[src/rtl/message_retransmitter.sv]
// Reliable-send controller: tags each message with an alternating sequence bit and resends it on timeout until acked or retries run out.
// Optional `RETX_STATS_EN adds a saturating resend counter output retx_total.
module message_retransmitter #(
    parameter int DATA_WIDTH  = 8,
    parameter int MAX_RETRIES = 3
) (
    input  logic                  clock,
    input  logic                  reset,
    input  logic [DATA_WIDTH-1:0] msg_data,
    input  logic                  msg_valid,
    output logic                  msg_ready,
    output logic [DATA_WIDTH-1:0] tx_data,
    output logic                  tx_seq,
    output logic                  tx_valid,
    input  logic                  tx_ready,
    input  logic                  ack_valid,
    input  logic                  ack_seq,
    input  logic                  timer_irq,
    output logic                  timer_reset,
    output logic                  busy,
    output logic                  done,
    output logic                  fail,
`ifdef RETX_STATS_EN
    output logic [15:0]           retx_total,
`endif
    output logic [1:0]            state_dbg
);

    // Handshakes: a transfer happens on a rising edge where valid and ready are both
    // high; valid never waits on ready, and payload stays stable while valid is held.
    typedef enum logic [1:0] {
        IDLE     = 2'd0,
        SEND     = 2'd1,
        WAIT_ACK = 2'd2
    } state_e;

    localparam logic [3:0] MAX_CNT = 4'(MAX_RETRIES);

    state_e     state;
    state_e     state_next;
    logic       seq;
    logic [3:0] retry_cnt;

    logic accept;
    logic ack_hit;
    logic retry;
    logic give_up;

    // An ack that matches the current sequence bit beats a same-cycle timeout.
    assign accept  = (state == IDLE) && msg_valid;
    assign ack_hit = (state == WAIT_ACK) && ack_valid && (ack_seq == seq);
    assign retry   = (state == WAIT_ACK) && !ack_hit && timer_irq && (retry_cnt != MAX_CNT);
    assign give_up = (state == WAIT_ACK) && !ack_hit && timer_irq && (retry_cnt == MAX_CNT);

    always_ff @(posedge clock or negedge reset) begin
        if (!reset) begin
            state <= IDLE;
        end else begin
            state <= state_next;
        end
    end

    always_comb begin
        state_next = state;
        case (state)
            IDLE: begin
                if (accept) state_next = SEND;
            end
            SEND: begin
                if (tx_ready) state_next = WAIT_ACK;
            end
            WAIT_ACK: begin
                if (ack_hit || give_up) state_next = IDLE;
                else if (retry)         state_next = SEND;
            end
            default: state_next = IDLE;
        endcase
    end

    always_comb begin
        msg_ready   = 1'b0;
        tx_valid    = 1'b0;
        busy        = 1'b1;
        timer_reset = 1'b1;
        case (state)
            IDLE: begin
                msg_ready = 1'b1;
                busy      = 1'b0;
            end
            SEND:     tx_valid    = 1'b1;
            WAIT_ACK: timer_reset = 1'b0;
            default: begin
                msg_ready = 1'b0;
                busy      = 1'b1;
            end
        endcase
    end

    always_ff @(posedge clock or negedge reset) begin
        if (!reset) begin
            seq       <= 1'b0;
            retry_cnt <= 4'd0;
            tx_data   <= '0;
            done      <= 1'b0;
            fail      <= 1'b0;
        end else begin
            done <= ack_hit;
            fail <= give_up;
            if (accept) begin
                tx_data   <= msg_data;
                retry_cnt <= 4'd0;
            end else if (retry) begin
                retry_cnt <= retry_cnt + 4'd1;
            end
            // The sequence bit advances once per message, whether delivered or dropped.
            if (ack_hit || give_up) seq <= ~seq;
        end
    end

`ifdef RETX_STATS_EN
    always_ff @(posedge clock or negedge reset) begin
        if (!reset) begin
            retx_total <= 16'd0;
        end else if (retry && (retx_total != 16'hFFFF)) begin
            retx_total <= retx_total + 16'd1;
        end
    end
`endif

    assign tx_seq    = seq;
    assign state_dbg = state;

endmodule

[config.mk]
export PLATFORM = sky130hd
export DESIGN_NAME = message_retransmitter
export DESIGN_NICKNAME = d
export VERILOG_FILES = /design/src/rtl/message_retransmitter.sv
export SDC_FILE = /design/constraint.sdc
export NUM_CORES = 1
export LEC_CHECK = 0
export ABC_CLOCK_PERIOD_IN_PS = 1600
export BUFFER_PORTS_ARGS = -buffer_cell sky130_fd_sc_hd__buf_4
export CAP_MARGIN = 20
export CORE_MARGIN = 2
export CORE_UTILIZATION = 40
export CTS_CLUSTER_DIAMETER = 80
export DETAILED_ROUTE_END_ITERATION = 7
export PLACE_DENSITY = 0.69
export SYNTH_ARGS = -nofsm -noshare
export SYNTH_HDL_FRONTEND = slang
export SYNTH_SLANG_ARGS = --single-unit
[constraint.sdc]
create_clock -name clock -period 1.6 [get_ports clock]
set_input_delay 0.32 -clock clock [delete_from_list [all_inputs] [get_ports clock]]
set_output_delay 0.32 -clock clock [all_outputs]
set_load 0.01 [all_outputs]
[Yosys cells after proc, flatten, opt, wreduce, memory -nomap -nowiden]
Cells that the tools add are included.
Operators by class
  $add $sub $neg: 1
  multipliers: 0
  divide/modulo/power cells: 0
  order comparisons: 0
  eq/ne operators: 8
  shifts and indexed selects: 0
  muxes and demuxes: 11
  bitwise operators: 1
  reduce and logical (&&, ||, !) cells: 12
Operators with widths (number)
  2-bit 2-to-1 mux: 4
  4-bit 2-to-1 mux: 2
  1-bit logical AND: 7
  2-bit case mux with 3 select lines: 1
  4-bit by 1-bit adder with 4-bit output, second input constant: 1
  4-bit by 2-bit equality test with 1-bit output, second input constant: 1
  1-bit 2-to-1 mux: 4
  2-bit != test, second input constant: 2
  4-bit by 2-bit != test with 1-bit output, second input constant: 1
  3-bit by 2-bit != test with 1-bit output, second input constant: 1
  3-bit AND reduction: 1
  2-bit by 1-bit equality test with 1-bit output, second input constant: 1
  2-bit equality test, second input constant: 1
  2-bit zero test: 1
  2-bit nonzero test: 1
  1-bit equality test: 1
  1-bit zero test: 1
  1-bit logical OR: 1
  1-bit inverter: 1
Word-level totals
  register bits after elaboration: 17
  latch bits: 0
  memory bits (writable): 0
  bits in read-only memories: 0
  output and inout bits: 17
  word-level logic and storage cells: 39
  memories kept: 0

[Depth between registers and ports, before layout]
  depth in word-level cells: 10
  mapped depth: 5
  gate-level depth less buffers: 4

[Worst setup path after synthesis]
No wires, ideal clock.
  path type: reg-to-reg
  from: reg retry_cnt[0]
  to: reg retry_cnt[1]
  library setup time: 0.120 ns
  data arrival time: 1.255 ns
  required time: 1.480 ns
  setup slack: 0.226 ns
  cell stages (with the launch flop): 5
  clock period less this slack: 1.374 ns
  cell sequence: dfrtp_1 ha_1 or3b_1 and3_1 a31o_1
Between the ends
  longest elaborated chain between the ends: 3
Ends and longest elaborated chain
  start: declaration: RTL line 42  | logic [3:0] retry_cnt;
  start signal: assignment: RTL line 113  | retry_cnt <= retry_cnt + 4'd1;
  4-bit by 1-bit adder with 4-bit output / 4-bit by 2-bit != test with 1-bit output (equally long branches): RTL line 113, 52
  4-bit 2-to-1 mux / 1-bit logical AND (equally long branches): RTL line 112, 52
  4-bit 2-to-1 mux / 2-bit nonzero test (equally long branches)
Parallel ways exist; a longest one is shown, timed or not. The select of a mux whose other input is x is not followed.
A chain may end at the register's enable or synchronous reset.

[Worst setup path after layout]
Ends and elaborated chain as after synthesis.

==> results.cfg <==
[setup_path]
r2r-start = retry_cnt[0]
startpoint_type = flip-flop
crit_slowest_cell = or3b_1
crit_type = reg -> reg
reg2reg_depth = 4
rr_endpoint = retry_cnt[1]
required_ps = 1790
path_cells = ha_1, or3b_1, and3_1, a31o_1
crit_fanout = 4
end_kind = flip-flop
cp_data_arrival_time_ps = 1680
critPathMaxStageDelay_ps = 420
r2r_setup_slack_ps = 100

[yosys]
ys_types = 27
synth_xor_xnor_area_share = 0.0443
synth_nets = 73
synth_top_family_by_area = simple AND/OR/NAND/NOR gates
yosys.area.top_type = dfrtp_1
synth-simple-area-share = 0.136
synthMuxAreaShare = 0.131
syn-cell-area_sq_um = 762
synth_warnings = 0
synthCells = 57
yosys.area_share.adder = 0.0164
yosysTopAreaCellShare = 0.558
seq_area_frac_synth = 0.558
ys_seq_elements = 17
synth_compound_area_frac = 0.0887
yosys-top-cells-area = dfrtp_1 56%, mux2_2 12%, nand3b_4 2.6%
avgSynthCellArea_sq_um = 13.4

[global_route]
grt_max_degree = 18
grt-ovfl-total = 0
grt_use_total = 0.148
grt_first_pass_wirelength_microns = 2300
antenna_found_initial = 0
grt_pass1_vias = 531

[final_layout]
fill_cells = 176
diodes = 0
multiInputGateArea_sq_um = 318
fin_area_sq_um = 1050
mostFrequentLayoutCells = 31 x buf_4, 17 x dfrtp_1, 8 x mux2_2
layout-drive-gt1-share = 0.543
final_common_cell = buf_4
seqCellArea_sq_um = 425
final_nets = 109
finish.utilization = 0.598
syn_to_final_growth_pct = 38.4

[sta]
min_period_over_period = 0.936
fin_hold_ws_ps = 194
max_freq_mhz = 668
fin_skew_ps = 3.55
grt_setup_unrepaired = false
slew_headroom = 0.804
drv_slew = 0
setup_viol = 0
tightest_slew_ps = 290
final_hold_viol_count = 0
setup-tns-final_ps = 0
period_minus_slack_ps = 1500

[power_and_ir_drop]
vdd.ir_drop.worst_mv = 0.849
power.density_nw_per_um2 = 1660
power.leakage_nw = 0.528

[clock_tree]
clk_transition_reported_paths_ps = 100
htreeDepth = 1
clkLatencyLatePin_ps = 290
cts_inserted_buffers = 3
cts_num_sinks = 17
cts_resized = 0
cts_tree = yes
cts_buffer_depth = 2
root_buffer = clkbuf_4

[hold_path]
hold_depth = 2
holdCritPathClass = in -> reg
hold_path_end = retry_cnt[3]
worstHoldStart = msg_valid

[job]
maxCapViolCount = 0

[status]
outcome = completed

[floorplanning]
rows = 15
core_sq_um = 1760
die_x_microns = 47.6
dieArea_sq_um = 2270
die_height_microns = 47.6
initial_core_util = 0.432
io_pins = 32

[detailed_routing]
drtIter0Drc = 4
wire_per_inst_microns = 12.3
firstDrtPassIters = 3
avgViaCountPerCell = 4.84
antenna_left = 0
post-route-drc-count = 0
wl_microns = 1440
vias = 566

[placement]
routabilityCongestion = 0.736
place_hpwl_microns = 1100
dpl_cell_area_sq_um = 1010
io_buffers = 31
==> report_power, final <==
group | switching (mW) | internal (mW) | leakage, nW
clock network | 0.140 | 0.0949 | 0.0139
logic | 0.349 | 0.453 | 0.299
registers | 0.131 | 0.586 | 0.214
total | 0.620 | 1.13 | 0.528
==> cell usage after synthesis <==
| master | number |
|---|---|
| o311ai_0 | 1 |
| nand3b_4 | 1 |
| a22o_1 | 1 |
| nor2b_1 | 1 |
| buf_6 | 1 |
| nor2_4 | 1 |
| ha_1 | 1 |
| nor2_1 | 3 |
| nand2_2 | 1 |
| a211oi_2 | 1 |
| a31o_2 | 1 |
| a21oi_2 | 1 |
| mux2_2 | 8 |
| xor2_1 | 1 |
| o22ai_1 | 1 |
| xnor2_1 | 1 |
| nand3_1 | 1 |
| mux2i_1 | 1 |
| inv_1 | 2 |
| nand2_1 | 5 |
| and3_1 | 1 |
| and4b_1 | 1 |
| a21oi_1 | 1 |
| dfrtp_1 | 17 |
| or3b_1 | 1 |
| xnor2_2 | 1 |
| a31o_1 | 1 |
==> cell families after synthesis <==
group / count (synthesis)
xor+xnor: 3
buf+inv: 3
flops: 17
compound gates: 8
simple gates: 16
mux: 9
fa+ha+maj: 1
==> what timing repair did <==
action | 4_1_cts | 5_1_grt
endpoints found under the setup margin | 0 | 0
hold buffers | 1 | 0
setup buffers | 0 | 0
hold endpoints to repair | 17 | 0
==> worst max-delay path: cells and delay by family (launching register included) <==
family	cells	cell delay [ps]
compound gates	1	180
fa+ha+maj	1	200
flops	1	410
simple gates	2	610
==> per-stage QoR <==
stage | power, mW | worst slack [ps] | std cells
final | 1.75 | 102 | 117
after global routing | 1.89 | 23.4 | 117
after CTS | 1.79 | 93.5 | 117
after detailed placement | 1.54 | 128 | 112
after global placement | 1.52 | 184 | 112
after floorplan | 1.15 | 226 | 57
==> how the worst max path moves through the flow <==
stage / startpoint / end / slack [ps] / depth (start not counted)
2_1_floorplan: retry_cnt[0] / retry_cnt[1] / 230 / 4
4_1_cts: state_dbg[1] / busy / 90 / 3
5_1_grt: state_dbg[1] / busy / 20 / 3
3_3_place_gp: retry_cnt[0] / retry_cnt[1] / 180 / 4
3_5_place_dp: retry_cnt[0] / retry_cnt[1] / 130 / 4
6_report: retry_cnt[0] / retry_cnt[1] / 100 / 4
==> flip-flops by register name, summed over array words and instances (netlist names) <==
signal / count
retry_cnt: 4
tx_seq: 1
done: 1
tx_data: 8
state_dbg: 2
fail: 1
==> layout make-up <==
type,count,area share
clock buffer,3,0.0214
tap,25,0.0297
timing repair buffer,32,0.230
multi-input combinational,37,0.301
sequential,17,0.403
inverter,2,0.00712
clock inverter,1,0.00712
==> per-layer routing <==
metal / wire [microns] / GRT usage / vias to the layer above / part of all wire
met5: 0 / 0 / - / 0
li1: - / - / 274 / -
met2: 712 / 0.238 / 20 / 0.49
met1: 640 / 0.190 / 270 / 0.44
met4: 13 / 0.0649 / 0 / 0.0090
met3: 74 / 0.0340 / 2 / 0.051
Power figures use the tool's default switching activity.
